--- src/rtl/decode_hazard_ctrl.sv ---
// rtl/decode_hazard_ctrl.sv - decode-stage hazard scoreboard, flush and halt sequencing
//
// Optional feature macro: DECODE_HAZARD_FWD_EN (EX-stage load-use tracking replaces
// full scoreboard stalling on sources; WAW saturation guard kept).
//
// Ports:
//   clk, rst (async, active-low)
//   id_*       decode-stage instruction fields (valid, sources, destination, load, redirect, halt)
//   wb_en/sel  write-back return path, retires one in-flight write
//   mem_stall  freezes the pipeline
//   pc_en, ifid_en, ifid_flush, idex_bubble  pipeline latch controls
//   halted     pipeline frozen after HALT
//   stall_cnt  saturating count of hazard stall cycles
module decode_hazard_ctrl #(
  parameter int NUM_REGS = 8,
  parameter int CNT_W    = 2
) (
  input  logic        clk,
  input  logic        rst,
  input  logic        id_valid,
  input  logic [2:0]  id_rs_sel,
  input  logic        id_rs_used,
  input  logic [2:0]  id_rt_sel,
  input  logic        id_rt_used,
  input  logic        id_wr_en,
  input  logic [2:0]  id_wr_sel,
  input  logic        id_is_load,
  input  logic        id_redirect,
  input  logic        id_halt,
  input  logic        wb_en,
  input  logic [2:0]  wb_sel,
  input  logic        mem_stall,
  output logic        pc_en,
  output logic        ifid_en,
  output logic        ifid_flush,
  output logic        idex_bubble,
  output logic        halted,
  output logic [15:0] stall_cnt
);

  localparam logic [CNT_W-1:0] CNT_MAX = '1;

  typedef enum logic [1:0] {RUN, FLUSH, DRAIN, HALTED} state_t;

  state_t           state;
  logic [CNT_W-1:0] cnt      [NUM_REGS];
  logic [CNT_W-1:0] cnt_next [NUM_REGS];
  logic             all_zero_next;
  logic             src_rs;
  logic             src_rt;
  logic             hazard;
  logic             issue;

`ifdef DECODE_HAZARD_FWD_EN
  logic       ex_valid;
  logic       ex_is_load;
  logic [2:0] ex_wr_sel;

  // Only a load still in EX cannot be forwarded in time.
  always_comb begin
    src_rs = ex_valid & ex_is_load & (ex_wr_sel == id_rs_sel);
    src_rt = ex_valid & ex_is_load & (ex_wr_sel == id_rt_sel);
  end

  always_ff @(posedge clk or negedge rst) begin
    if (!rst) begin
      ex_valid   <= 1'b0;
      ex_is_load <= 1'b0;
      ex_wr_sel  <= 3'd0;
    end else if (!mem_stall) begin
      ex_valid <= issue;
      if (issue) begin
        ex_is_load <= id_is_load & id_wr_en;
        ex_wr_sel  <= id_wr_sel;
      end
    end
  end
`else
  logic unused_is_load;
  assign unused_is_load = id_is_load;

  // A last outstanding write retiring this cycle is covered by the register-file bypass.
  always_comb begin
    src_rs = (cnt[id_rs_sel] != '0) &
             ~((cnt[id_rs_sel] == CNT_W'(1)) & wb_en & (wb_sel == id_rs_sel));
    src_rt = (cnt[id_rt_sel] != '0) &
             ~((cnt[id_rt_sel] == CNT_W'(1)) & wb_en & (wb_sel == id_rt_sel));
  end
`endif

  // Last term keeps a per-register counter from wrapping on repeated writes.
  assign hazard = (id_rs_used & src_rs) | (id_rt_used & src_rt) |
                  (id_wr_en & (cnt[id_wr_sel] == CNT_MAX));
  assign issue  = id_valid & ~hazard & ~mem_stall & (state == RUN);
  assign halted = (state == HALTED);

  always_comb begin
    all_zero_next = 1'b1;
    for (int r = 0; r < NUM_REGS; r++) begin
      logic inc_r;
      logic dec_r;
      inc_r = issue & id_wr_en & (id_wr_sel == 3'(r));
      dec_r = wb_en & (wb_sel == 3'(r));
      cnt_next[r] = cnt[r];
      if (inc_r && !dec_r) begin
        cnt_next[r] = cnt[r] + CNT_W'(1);
      end else if (dec_r && !inc_r && (cnt[r] != '0)) begin
        cnt_next[r] = cnt[r] - CNT_W'(1);
      end
      if (cnt_next[r] != '0) begin
        all_zero_next = 1'b0;
      end
    end
  end

  always_comb begin
    pc_en       = 1'b0;
    ifid_en     = 1'b0;
    ifid_flush  = 1'b0;
    idex_bubble = 1'b1;
    if (mem_stall) begin
      // ID/EX holds its contents rather than taking a bubble.
      idex_bubble = 1'b0;
    end else begin
      case (state)
        RUN: begin
          pc_en       = ~hazard;
          ifid_en     = ~hazard;
          idex_bubble = hazard | ~id_valid;
        end
        FLUSH: begin
          pc_en      = 1'b1;
          ifid_en    = 1'b1;
          ifid_flush = 1'b1;
        end
        default: ;
      endcase
    end
  end

  always_ff @(posedge clk or negedge rst) begin
    if (!rst) begin
      state     <= RUN;
      stall_cnt <= 16'd0;
      for (int r = 0; r < NUM_REGS; r++) begin
        cnt[r] <= '0;
      end
    end else begin
      for (int r = 0; r < NUM_REGS; r++) begin
        cnt[r] <= cnt_next[r];
      end
      if ((state == RUN) && hazard && !mem_stall && (stall_cnt != 16'hFFFF)) begin
        stall_cnt <= stall_cnt + 16'd1;
      end
      if (!mem_stall) begin
        case (state)
          RUN: begin
            if (issue && id_halt) begin
              state <= DRAIN;
            end else if (issue && id_redirect) begin
              state <= FLUSH;
            end
          end
          FLUSH:   state <= RUN;
          // Uses post-update counters so the final write-back ends the drain.
          DRAIN:   if (all_zero_next) state <= HALTED;
          default: state <= HALTED;
        endcase
      end
    end
  end

endmodule

--- config.mk ---
export PLATFORM = sky130hd
export DESIGN_NAME = decode_hazard_ctrl
export DESIGN_NICKNAME = d
export VERILOG_FILES = /design/src/rtl/decode_hazard_ctrl.sv
export SDC_FILE = /design/constraint.sdc
export NUM_CORES = 1
export LEC_CHECK = 0
export CAP_MARGIN = 25
export CORE_MARGIN = 4
export CORE_UTILIZATION = 50
export DETAILED_ROUTE_END_ITERATION = 8
export PLACE_DENSITY = 0.79
export SLEW_MARGIN = 25
export SYNTH_ARGS = -nofsm -noshare
export SYNTH_HDL_FRONTEND = slang
export SYNTH_SLANG_ARGS = --single-unit
--- constraint.sdc ---
create_clock -name clk -period 4.75 [get_ports clk]
set_input_delay 0.95 -clock clk [delete_from_list [all_inputs] [get_ports clk]]
set_output_delay 0.95 -clock clk [all_outputs]
set_load 0.1 [all_outputs]
* Yosys cells after proc, flatten, opt, wreduce, memory -nomap -nowiden
Cells that the tools add are included.
** Operators by class
- Add/subtract/negate cells :: 17
- Order comparisons :: 3
- Eq/ne operators :: 25
- Muxes and demuxes :: 43
- Bitwise operators :: 40
- Reduce and logical (&&, ||, !) cells :: 68
** Operator list (count)
- $mux W2 :: 25
- $reduce_bool A2 Y1 :: 18
- $and A1 B1 Y1 :: 29
- $logic_and A1 B1 Y1 :: 29
- $eq A3 B3 Y1 const B :: 8
- $bmux W2 S3 :: 3
- $logic_not A1 Y1 :: 17
- $add A16 B1 Y16 const B :: 1
- $add A2 B1 Y2 const B :: 8
- $ne A16 B16 Y1 const B :: 1
- $sub A2 B1 Y2 const B :: 8
- $mux W1 :: 13
- $eq A3 B2 Y1 const B :: 4
- $ge A4 B4 Y1 const B :: 3
- $not A3 Y4 :: 3
- $eq A2 B1 Y1 const B :: 3
- $eq A2 B2 Y1 const B :: 3
- $eq A3 B1 Y1 const B :: 2
- $eq A3 B3 Y1 :: 2
- $logic_not A3 Y1 :: 2
- $pmux W2 S3 :: 1
- $not A1 Y1 :: 5
- $ne A3 B1 Y1 const B :: 1
- $or A1 B1 Y1 :: 3
- 4 further kinds :: 4
** Word-level totals
- Bits in registers :: 34
- Input bits :: 23
- Output and inout bits :: 21
- Word-level logic and storage cells :: 206

* Logic depth before layout (Yosys ltp)
Gate-level depths: netlist of run 1.
- Depth after elaboration :: 34
- Depth in mapped cells :: 11
- Gate-level depth less buffers :: 10

* Least setup slack after synthesis of run 1
OpenSTA, ideal clock, no wires.
- Kind :: input port to output port
- Start point :: input port id_rs_sel[0]
- End point :: output port pc_en
- Arrival time :: 4903 ps
- Path slack :: -1103 ps
- Stages on the path :: 8
- Path buffers :: 2
- Cells stage by stage :: buf_2 -> mux4_2 -> o41ai_1 -> a221o_2 -> and4_1 -> nor2_1 -> nor3_1 -> buf_4
** Between the ends
- Longest elaborated chain between the ends :: 15
- Elaborated cells between the ends (all ways) :: 17
** Ends and longest elaborated chain
- start: declaration :: line 21 : input logic [2:0] id_rs_sel,
- $not A3 Y4 (implied by the code) :: line 84, 85
- $bmux W2 S3 :: line 84, 85
- $mux W2 (implied by the code) (2 in a row) :: line 84, 85
- $eq A2 B1 Y1 :: line 85 : ~((cnt[id_rs_sel] == CNT_W'(1)) & wb_en & (wb_sel == id_rs_sel));
- $and A1 B1 Y1 (2 in a row) :: line 85
- $not A1 Y1 :: line 85
- $and A1 B1 Y1 (*) :: line 84 : src_rs = (cnt[id_rs_sel] != '0) &
- $and A1 B1 Y1 (*) :: line 92 : assign hazard = (id_rs_used & src_rs) | (id_rt_used & src_rt) |
- $or A1 B1 Y1 (*) (2 in a row) :: line 92
- $not A1 Y1 (*)
- $pmux W1 S2 (*)
- $mux W1 (*)
- end: declaration :: line 33 : output logic pc_en,
Every way passes the cells marked *; elsewhere a longest branch is shown, timed or not. The select of a mux whose other input is x is not followed.

* Final worst setup path of run 1
- Start point :: input port id_rs_sel[0]
- End point :: output port ifid_en
** Between the ends
- Longest elaborated chain between the ends :: 15
- Elaborated cells between the ends (all ways) :: 17
** Ends and longest elaborated chain
- $not A3 Y4 (implied by the code) :: line 84, 85
- $bmux W2 S3 :: line 84, 85
- $mux W2 (implied by the code) (2 in a row) :: line 84, 85
- $eq A2 B1 Y1 :: line 85
- $and A1 B1 Y1 (2 in a row) :: line 85
- $not A1 Y1 :: line 85
- $and A1 B1 Y1 (*) :: line 84
- $and A1 B1 Y1 (*) :: line 92
- $or A1 B1 Y1 (*) (2 in a row) :: line 92
- $not A1 Y1 (*) :: line 128 : ifid_en = ~hazard;
- $pmux W1 S2 (*) :: line 125 : case (state)
- $mux W1 (*) :: line 121 : if (mem_stall) begin
- end: declaration :: line 34 : output logic ifid_en,
Marks and branches as above.

==> metrics.txt, run 1 <==
# TYPE chip_impl_metric gauge
chip_impl_metric{name="drv.max_cap_violation_count",unit=""} 0
chip_impl_info{name="synth_top_family_by_area",value="simple AND/OR/NAND/NOR gates"} 1
chip_impl_metric{name="globalplace.congestion",unit=""} 0.943
chip_impl_metric{name="start_util",unit=""} 0.513
chip_impl_info{name="crit_path_end_kind",value="output pin"} 1
chip_impl_metric{name="clock.fmax",unit="MHz"} 230
chip_impl_metric{name="post_drt_wl_per_cell",unit="um"} 16.5
chip_impl_metric{name="post-cts-setup-buffers",unit=""} 0
chip_impl_metric{name="num-fill-cells",unit=""} 491
chip_impl_info{name="synth.top_cells.by_area",value="dfrtp_1 (30%), mux4_2 (5.6%), nand2_1 (4.9%)"} 1
chip_impl_metric{name="report.final.slew_viol_count",unit=""} 0
chip_impl_info{name="clockRootBuffer",value="clkbuf_8"} 1
chip_impl_metric{name="max_slew_margin",unit=""} 0.343
chip_impl_metric{name="synthArstFlopShare",unit=""} 1.00
chip_impl_metric{name="chipHeight",unit="um"} 83.2
chip_impl_metric{name="drt_iter0_markers",unit=""} 184
chip_impl_metric{name="ys_seq_area_frac",unit=""} 0.301
chip_impl_info{name="rr_startpoint",value="state[1]"} 1
chip_impl_metric{name="critPathMaxFanout",unit=""} 7
chip_impl_metric{name="clk_latency",unit="ns"} 0.29
chip_impl_metric{name="core",unit="um^2"} 5510
chip_impl_metric{name="portBuffers",unit=""} 42
chip_impl_metric{name="post_synthesis_xor_xnor_area_fraction",unit=""} 0.0744
chip_impl_metric{name="via_count",unit=""} 2634
chip_impl_info{name="run_status",value="finished clean"} 1
chip_impl_metric{name="timing.final.crit_period",unit="ns"} 4.35
chip_impl_metric{name="drt-total-wl",unit="mm"} 7.28
chip_impl_metric{name="cp_data_arrival_time",unit="ns"} 3.40
chip_impl_metric{name="fin_nets",unit=""} 401
chip_impl_metric{name="clk_transition_reported_paths",unit="ns"} 0.07
chip_impl_metric{name="worst_clock_skew",unit="ns"} 0.00549
chip_impl_metric{name="setup_viol_count_final",unit=""} 0
chip_impl_metric{name="synth_simple_gate_area_frac",unit=""} 0.301
chip_impl_metric{name="area_delta_synth_final",unit="%"} 22.4
chip_impl_metric{name="grt_antenna_before_repair",unit=""} 0
chip_impl_metric{name="globalRoute.totalOverflow",unit=""} 0
chip_impl_metric{name="multi_input_gate_area_in_the_final_layout",unit="um^2"} 1840
chip_impl_metric{name="worstPathRequired",unit="ns"} 3.80
chip_impl_metric{name="detail_route.vias_per_cell",unit=""} 5.96
chip_impl_metric{name="firstDrtPassIters",unit=""} 4
chip_impl_metric{name="hold_buffers",unit=""} 0
chip_impl_info{name="critical_path.startpoint",value="id_rs_sel[0]"} 1
chip_impl_metric{name="dieArea",unit="um^2"} 6920
chip_impl_metric{name="synthesized_area_fraction_occupied_by_ao_oa_aoi_and_oai_cells",unit=""} 0.132
chip_impl_metric{name="cellPowerDensity",unit="nW/um^2"} 460
chip_impl_metric{name="synth-adder-area-share",unit=""} 0.0399
chip_impl_metric{name="layout_setup_ws",unit="ns"} 0.398
chip_impl_metric{name="yosys_register_bits",unit=""} 34
chip_impl_metric{name="report.final.hold_viol_count",unit=""} 0
chip_impl_info{name="cts_tree",value="yes"} 1
chip_impl_metric{name="num_antenna_cells",unit=""} 0
chip_impl_metric{name="syn-cell-area",unit="um^2"} 2830
chip_impl_metric{name="cts-buffers-inserted",unit=""} 5
chip_impl_info{name="mostFrequentLayoutCells",value="clkdlybuf4s50_1 (38), nand2_1 (37), nor2_1 (36), dfrtp_1 (34), inv_1 (25)"} 1
chip_impl_metric{name="first_global_vias",unit=""} 2707
chip_impl_metric{name="static-leakage-power",unit="nW"} 1.42
chip_impl_metric{name="count_of_synthesis_stage_warnings_from_yosys",unit=""} 0
chip_impl_metric{name="proportion_of_layout_cells_with_a_drive_suffix_above_1",unit=""} 0.130
chip_impl_metric{name="worst-r2r-setup-slack",unit="ns"} 1.34
chip_impl_metric{name="largest_net_degree_at_the_start_of_global_routing",unit=""} 35
chip_impl_metric{name="gr-usage-all-layers",unit=""} 0.224
chip_impl_info{name="start_to_end_type_of_the_worst_setup_path",value="input pin to output pin"} 1
chip_impl_metric{name="drt_drc_violations_left",unit=""} 0
chip_impl_metric{name="placement.setup.worst_slack",unit="ns"} 0.308
chip_impl_metric{name="post_synth_mux_area_share",unit=""} 0.101
chip_impl_metric{name="numClockSinks",unit=""} 34
chip_impl_metric{name="final_antenna_net_count",unit=""} 0
chip_impl_metric{name="placed_cells_incl_taps",unit=""} 434
chip_impl_metric{name="fin_tns_setup",unit="ns"} 0
chip_impl_metric{name="width_of_the_die",unit="um"} 83.2
chip_impl_metric{name="htree_num_levels",unit=""} 2
chip_impl_metric{name="synth.avg_cell_area",unit="um^2"} 8.77
chip_impl_metric{name="synth_cells",unit=""} 322
chip_impl_info{name="layout_commonest_cell",value="clkdlybuf4s50_1"} 1
chip_impl_metric{name="reg2regPathDepth",unit=""} 10
chip_impl_metric{name="synth_edf_count",unit=""} 0
chip_impl_metric{name="top_level_ports",unit=""} 44
chip_impl_metric{name="post_synth_num_cell_types",unit=""} 62
chip_impl_info{name="crit_end",value="ifid_en"} 1
chip_impl_metric{name="post_cts_resized",unit=""} 0
chip_impl_metric{name="rows",unit=""} 27
chip_impl_metric{name="grt_pass1_wl",unit="mm"} 12.7
chip_impl_info{name="synth_flop_cell",value="dfrtp_1"} 1
chip_impl_metric{name="mappedNetlistNets",unit=""} 354
chip_impl_info{name="synth.largest_area_cell",value="dfrtp_1"} 1
chip_impl_metric{name="synth_largest_type_area_fraction",unit=""} 0.301
chip_impl_info{name="holdCritPathClass",value="flop to flop"} 1
chip_impl_info{name="critical_path_start_type",value="input pin"} 1
chip_impl_info{name="unrepaired_setup_endpoints_after_global_routing",value="false"} 1
chip_impl_metric{name="final_cells",unit=""} 442
chip_impl_metric{name="ir_drop",unit="mV"} 0.528
chip_impl_metric{name="max-clock-path-buffers",unit=""} 2
chip_impl_metric{name="place_hpwl",unit="mm"} 5.64
chip_impl_metric{name="finalCritPeriodShare",unit=""} 0.916
chip_impl_metric{name="timing_worst_slew_pin_value",unit="ns"} 0.982
chip_impl_info{name="timing.rr.end",value="state[0]"} 1
chip_impl_metric{name="layout.area.seq",unit="um^2"} 851
==> area by class of cell <==
type | instances | area share
clock inverters | 1 | 0.00145
clock buffers | 7 | 0.0250
inverters | 26 | 0.0282
flip-flops and latches | 34 | 0.246
well taps | 72 | 0.0261
repair buffers | 47 | 0.140
multi-input cells | 255 | 0.533
==> critical path, cell delays in order <==
cell and delay [ns]:
clkdlybuf4s50_1 0.65, mux4_2 0.56, o41ai_1 0.08, a221o_2 0.31, and4_1 0.27, nor2_1 0.10
nor3_4 0.25, buf_12 0.22
==> report_power, final <==
group	switching, W	total (W)	internal [W]	leakage (nW)
clock	0.000107	0.000224	0.000117	0.0482
sequential	0.000136	0.000510	0.000374	0.431
combinational	0.000524	0.000858	0.000334	0.937
==> state kept, by name (all words and copies together), names as in the netlist <==
register,flops
cnt,16
state,2
stall_cnt,16
==> layer usage <==
metal / wire length (um) / vias up / track usage
met2: 3560 / 95 / 0.363
met3: 513 / 14 / 0.0496
met1: 3030 / 1264 / 0.288
met4: 179 / 0 / 0.0966
met5: 0 / - / 0
li1: - / 1261 / -
==> stage by stage <==
step	total power (W)	hold WS, ns	util	cell area [um^2]
2_1_floorplan	0.00113	0.518	-	2840
3_3_place_gp	0.00133	0.481	0.611	3370
3_5_place_dp	0.00136	0.480	0.611	3370
4_1_cts	0.00160	0.497	0.628	3460
5_1_grt	0.00171	0.524	0.628	3460
6_report	0.00159	0.495	0.628	3460
==> cell families (layout without fill, tap and decap cells) <==
group	count (synthesis)	in the layout
AND/OR/NAND/NOR	156	156
AO/OA/AOI/OAI	48	48
flip-flops	34	34
buffers and inverters	33	81
XOR/XNOR	24	24
multiplexers	18	18
adder cells (fa/ha/maj)	9	9
==> cell usage after synthesis (3+ instances only) <==
library cell  number
a2111oi_0          4
a211oi_1           4
a21oi_1            4
a31oi_1            3
and2_1             5
and3_1             3
and4_1             5
clkbuf_1           3
dfrtp_1           34
ha_1               9
inv_1             25
mux2i_1            8
mux4_2             7
nand2_1           37
nand2b_1           4
nand3_1           13
nand4_1            9
nand4b_1           3
nor2_1            36
nor2b_1            3
nor3_1            14
o21ai_0           10
o22ai_1            3
or2_2              4
or3_1              4
xnor2_1           14
xor2_1            10
==> worst min path at each step <==
stage | start | to | cells after the start
floorplan | cnt[10] | cnt[10] | 1
global placement | stall_cnt[15] | stall_cnt[15] | 1
detailed placement | stall_cnt[5] | stall_cnt[5] | 1
CTS | stall_cnt[5] | stall_cnt[5] | 1
global route | stall_cnt[15] | stall_cnt[15] | 1
finish | stall_cnt[5] | stall_cnt[5] | 1
Power figures use the tool's default switching activity.
==> run 2, diff against run 1 <==
- PLACE_DENSITY: 0.79 -> 0.71
==> run 2 against run 1 <==
  * Clock skew increased by 0.0039 ns
  * Clock power is essentially flat
  * Sequential power rose by 0.8%
  * Register-to-register slack gained 0.04 ns
  * Cell count is the same
  * Cell area unchanged
  * First-iteration DRC count rose by 14%
  * Fmax is 0.29% lower
  * Critical path depth stayed put
  * Wire length is 1.5% higher
  * Global-route usage shrank 0.73 points
  * Critical endpoint unchanged
==> metrics.txt, run 2 (synthesis gave the netlist of run 1 again) <==
# TYPE chip_impl_metric gauge
chip_impl_metric{name="post_cts_resized",unit=""} 0
chip_impl_info{name="layout_commonest_cell",value="clkdlybuf4s50_1"} 1
chip_impl_metric{name="clk_latency",unit="ns"} 0.29
chip_impl_metric{name="fin_tns_setup",unit="ns"} 0
chip_impl_metric{name="critPathMaxFanout",unit=""} 7
chip_impl_metric{name="finalCritPeriodShare",unit=""} 0.919
chip_impl_metric{name="proportion_of_layout_cells_with_a_drive_suffix_above_1",unit=""} 0.130
chip_impl_metric{name="top_level_ports",unit=""} 44
chip_impl_info{name="timing.rr.end",value="state[0]"} 1
chip_impl_info{name="run_status",value="finished clean"} 1
chip_impl_info{name="unrepaired_setup_endpoints_after_global_routing",value="false"} 1
chip_impl_metric{name="grt_pass1_wl",unit="mm"} 12.3
chip_impl_metric{name="post-cts-setup-buffers",unit=""} 0
chip_impl_metric{name="power_frac_clock",unit=""} 0.142
chip_impl_metric{name="via_count",unit=""} 2593
chip_impl_metric{name="drt_iter0_markers",unit=""} 210
chip_impl_metric{name="max_slew_margin",unit=""} 0.340
chip_impl_metric{name="cpPeakStageDelay",unit="ns"} 0.65
chip_impl_metric{name="drt-total-wl",unit="mm"} 7.39
chip_impl_metric{name="globalplace.congestion",unit=""} 0.933
chip_impl_metric{name="core",unit="um^2"} 5510
chip_impl_info{name="critPathSlowestCell",value="clkdlybuf4s50_1"} 1
chip_impl_metric{name="width_of_the_die",unit="um"} 83.2
chip_impl_metric{name="ir_drop",unit="mV"} 0.607
chip_impl_metric{name="timing_worst_slew_pin_value",unit="ns"} 0.986
chip_impl_metric{name="setup_viol_count_final",unit=""} 0
chip_impl_metric{name="worst_clock_skew",unit="ns"} 0.00941
chip_impl_metric{name="timing.final.crit_period",unit="ns"} 4.36
chip_impl_metric{name="start_util",unit=""} 0.513
chip_impl_info{name="cts_tree",value="yes"} 1
chip_impl_metric{name="drv.max_cap_violation_count",unit=""} 0
chip_impl_metric{name="power.switching_fraction",unit=""} 0.484
chip_impl_metric{name="power.internal",unit="W"} 0.000824
chip_impl_metric{name="num-fill-cells",unit=""} 468
chip_impl_info{name="rr_startpoint",value="state[1]"} 1
chip_impl_metric{name="clk_transition_reported_paths",unit="ns"} 0.07
chip_impl_info{name="crit_path_end_kind",value="output pin"} 1
chip_impl_metric{name="grt_antenna_before_repair",unit=""} 0
chip_impl_info{name="start_to_end_type_of_the_worst_setup_path",value="input pin to output pin"} 1
chip_impl_metric{name="dieArea",unit="um^2"} 6920
chip_impl_metric{name="cellPowerDensity",unit="nW/um^2"} 462
chip_impl_metric{name="largest_net_degree_at_the_start_of_global_routing",unit=""} 35
chip_impl_info{name="worstHoldEndpoint",value="stall_cnt[10]"} 1
chip_impl_metric{name="post_drt_wl_per_cell",unit="um"} 16.7
chip_impl_metric{name="numClockSinks",unit=""} 34
chip_impl_metric{name="reg2regPathDepth",unit=""} 10
chip_impl_metric{name="globalRoute.totalOverflow",unit=""} 0
chip_impl_metric{name="place_hpwl",unit="mm"} 5.65
chip_impl_metric{name="switchingPower",unit="W"} 0.000773
chip_impl_metric{name="report.final.hold_viol_count",unit=""} 0
chip_impl_metric{name="max-clock-path-buffers",unit=""} 2
chip_impl_metric{name="final_antenna_net_count",unit=""} 0
chip_impl_metric{name="cp_data_arrival_time",unit="ns"} 3.41
chip_impl_metric{name="portBuffers",unit=""} 42
chip_impl_metric{name="htree_num_levels",unit=""} 2
chip_impl_metric{name="detail_route.vias_per_cell",unit=""} 5.87
chip_impl_metric{name="report.final.slew_viol_count",unit=""} 0
chip_impl_info{name="critical_path_start_type",value="input pin"} 1
chip_impl_metric{name="worst-r2r-setup-slack",unit="ns"} 1.38
chip_impl_metric{name="clock.fmax",unit="MHz"} 229
chip_impl_info{name="critical_path.cell_chain",value="clkdlybuf4s50_1 -> mux4_2 -> o41ai_1 -> a221o_2 -> and4_1 -> nor2_1 -> nor3_4 -> buf_12"} 1
chip_impl_metric{name="first_global_vias",unit=""} 2562
chip_impl_metric{name="seqPwrFrac",unit=""} 0.322
chip_impl_metric{name="chipHeight",unit="um"} 83.2
chip_impl_metric{name="cts-buffers-inserted",unit=""} 5
chip_impl_metric{name="rows",unit=""} 27
chip_impl_metric{name="worstPathRequired",unit="ns"} 3.80
chip_impl_metric{name="static-leakage-power",unit="nW"} 1.42
chip_impl_info{name="clockRootBuffer",value="clkbuf_8"} 1
chip_impl_metric{name="hold_buffers",unit=""} 0
chip_impl_info{name="mostFrequentLayoutCells",value="clkdlybuf4s50_1 (38), nand2_1 (37), nor2_1 (36), dfrtp_1 (34), inv_1 (25)"} 1
chip_impl_metric{name="firstDrtPassIters",unit=""} 6
chip_impl_metric{name="power.total",unit="W"} 0.00160
chip_impl_metric{name="comb_power_share",unit=""} 0.537
chip_impl_metric{name="area_delta_synth_final",unit="%"} 22.4
chip_impl_metric{name="drt_drc_violations_left",unit=""} 0
chip_impl_metric{name="worstHoldPathCells",unit=""} 1
chip_impl_info{name="largest_registers",value="cnt: 16 flops, stall_cnt: 16 flops, state: 2 flops"} 1
chip_impl_metric{name="gr-usage-all-layers",unit=""} 0.217
chip_impl_metric{name="fin_nets",unit=""} 401
chip_impl_info{name="holdCritPathClass",value="flop to flop"} 1
chip_impl_info{name="hp-start",value="stall_cnt[10]"} 1
chip_impl_metric{name="num_antenna_cells",unit=""} 0
[run 2: metrics by stage]
step           setup slack, ns  std cells  utilization  hold slack (ns)  instance area [um^2]
2_1_floorplan            0.222        322            -            0.518                  2840
3_3_place_gp             0.312        434        0.611            0.485                  3370
3_5_place_dp             0.293        434        0.611            0.485                  3370
4_1_cts                  0.382        442        0.628            0.500                  3460
5_1_grt                  0.249        442        0.628            0.519                  3460
6_report                 0.386        442        0.628            0.503                  3460
[run 2: critical path, delay by kind of cell]
| kind | cells | cell delay, ns |
|---|---|---|
| simple gates | 3 | 0.62 |
| buf+inv | 2 | 0.87 |
| mux | 1 | 0.55 |
| compound gates | 2 | 0.41 |
[run 2: worst max-delay path by stage]
stage | cells past startpoint | to | start
detailed placement | 11 | state[0] | id_rs_sel[0]
finish | 8 | ifid_en | id_rs_sel[0]
CTS | 8 | ifid_en | id_rs_sel[0]
global route | 8 | ifid_en | id_rs_sel[0]
global placement | 11 | state[0] | id_rs_sel[0]
floorplan | 7 | idex_bubble | wb_sel[2]
[run 2: cell type report]
class                      instances  area, um^2  share of cell area
clock buffer                       7        86.3              0.0250
timing repair buffer              47         485               0.140
clock inverter                     1        5.00             0.00145
inverter                          26        97.6              0.0282
multi-input combinational        255        1840               0.533
sequential                        34         851               0.246
tap                               72        90.1              0.0261
[run 2: power by group through the flow]
stage | registers (W) | clock network [W] | logic, W
finish | 0.000514 | 0.000226 | 0.000857
global route | 0.000527 | 0.000242 | 0.000934
CTS | 0.000510 | 0.000230 | 0.000857
detailed placement | 0.000514 | 0 | 0.000854
global placement | 0.000512 | 0 | 0.000835
floorplan | 0.000619 | 0 | 0.000507
[run 2: metal layers]
metal / vias up / global-route usage / wire [um]
met3: 11 / 0.0486 / 423
met1: 1216 / 0.270 / 3270
met5: - / 0 / 0
li1: 1265 / - / -
met2: 101 / 0.375 / 3570
met4: 0 / 0.0639 / 131
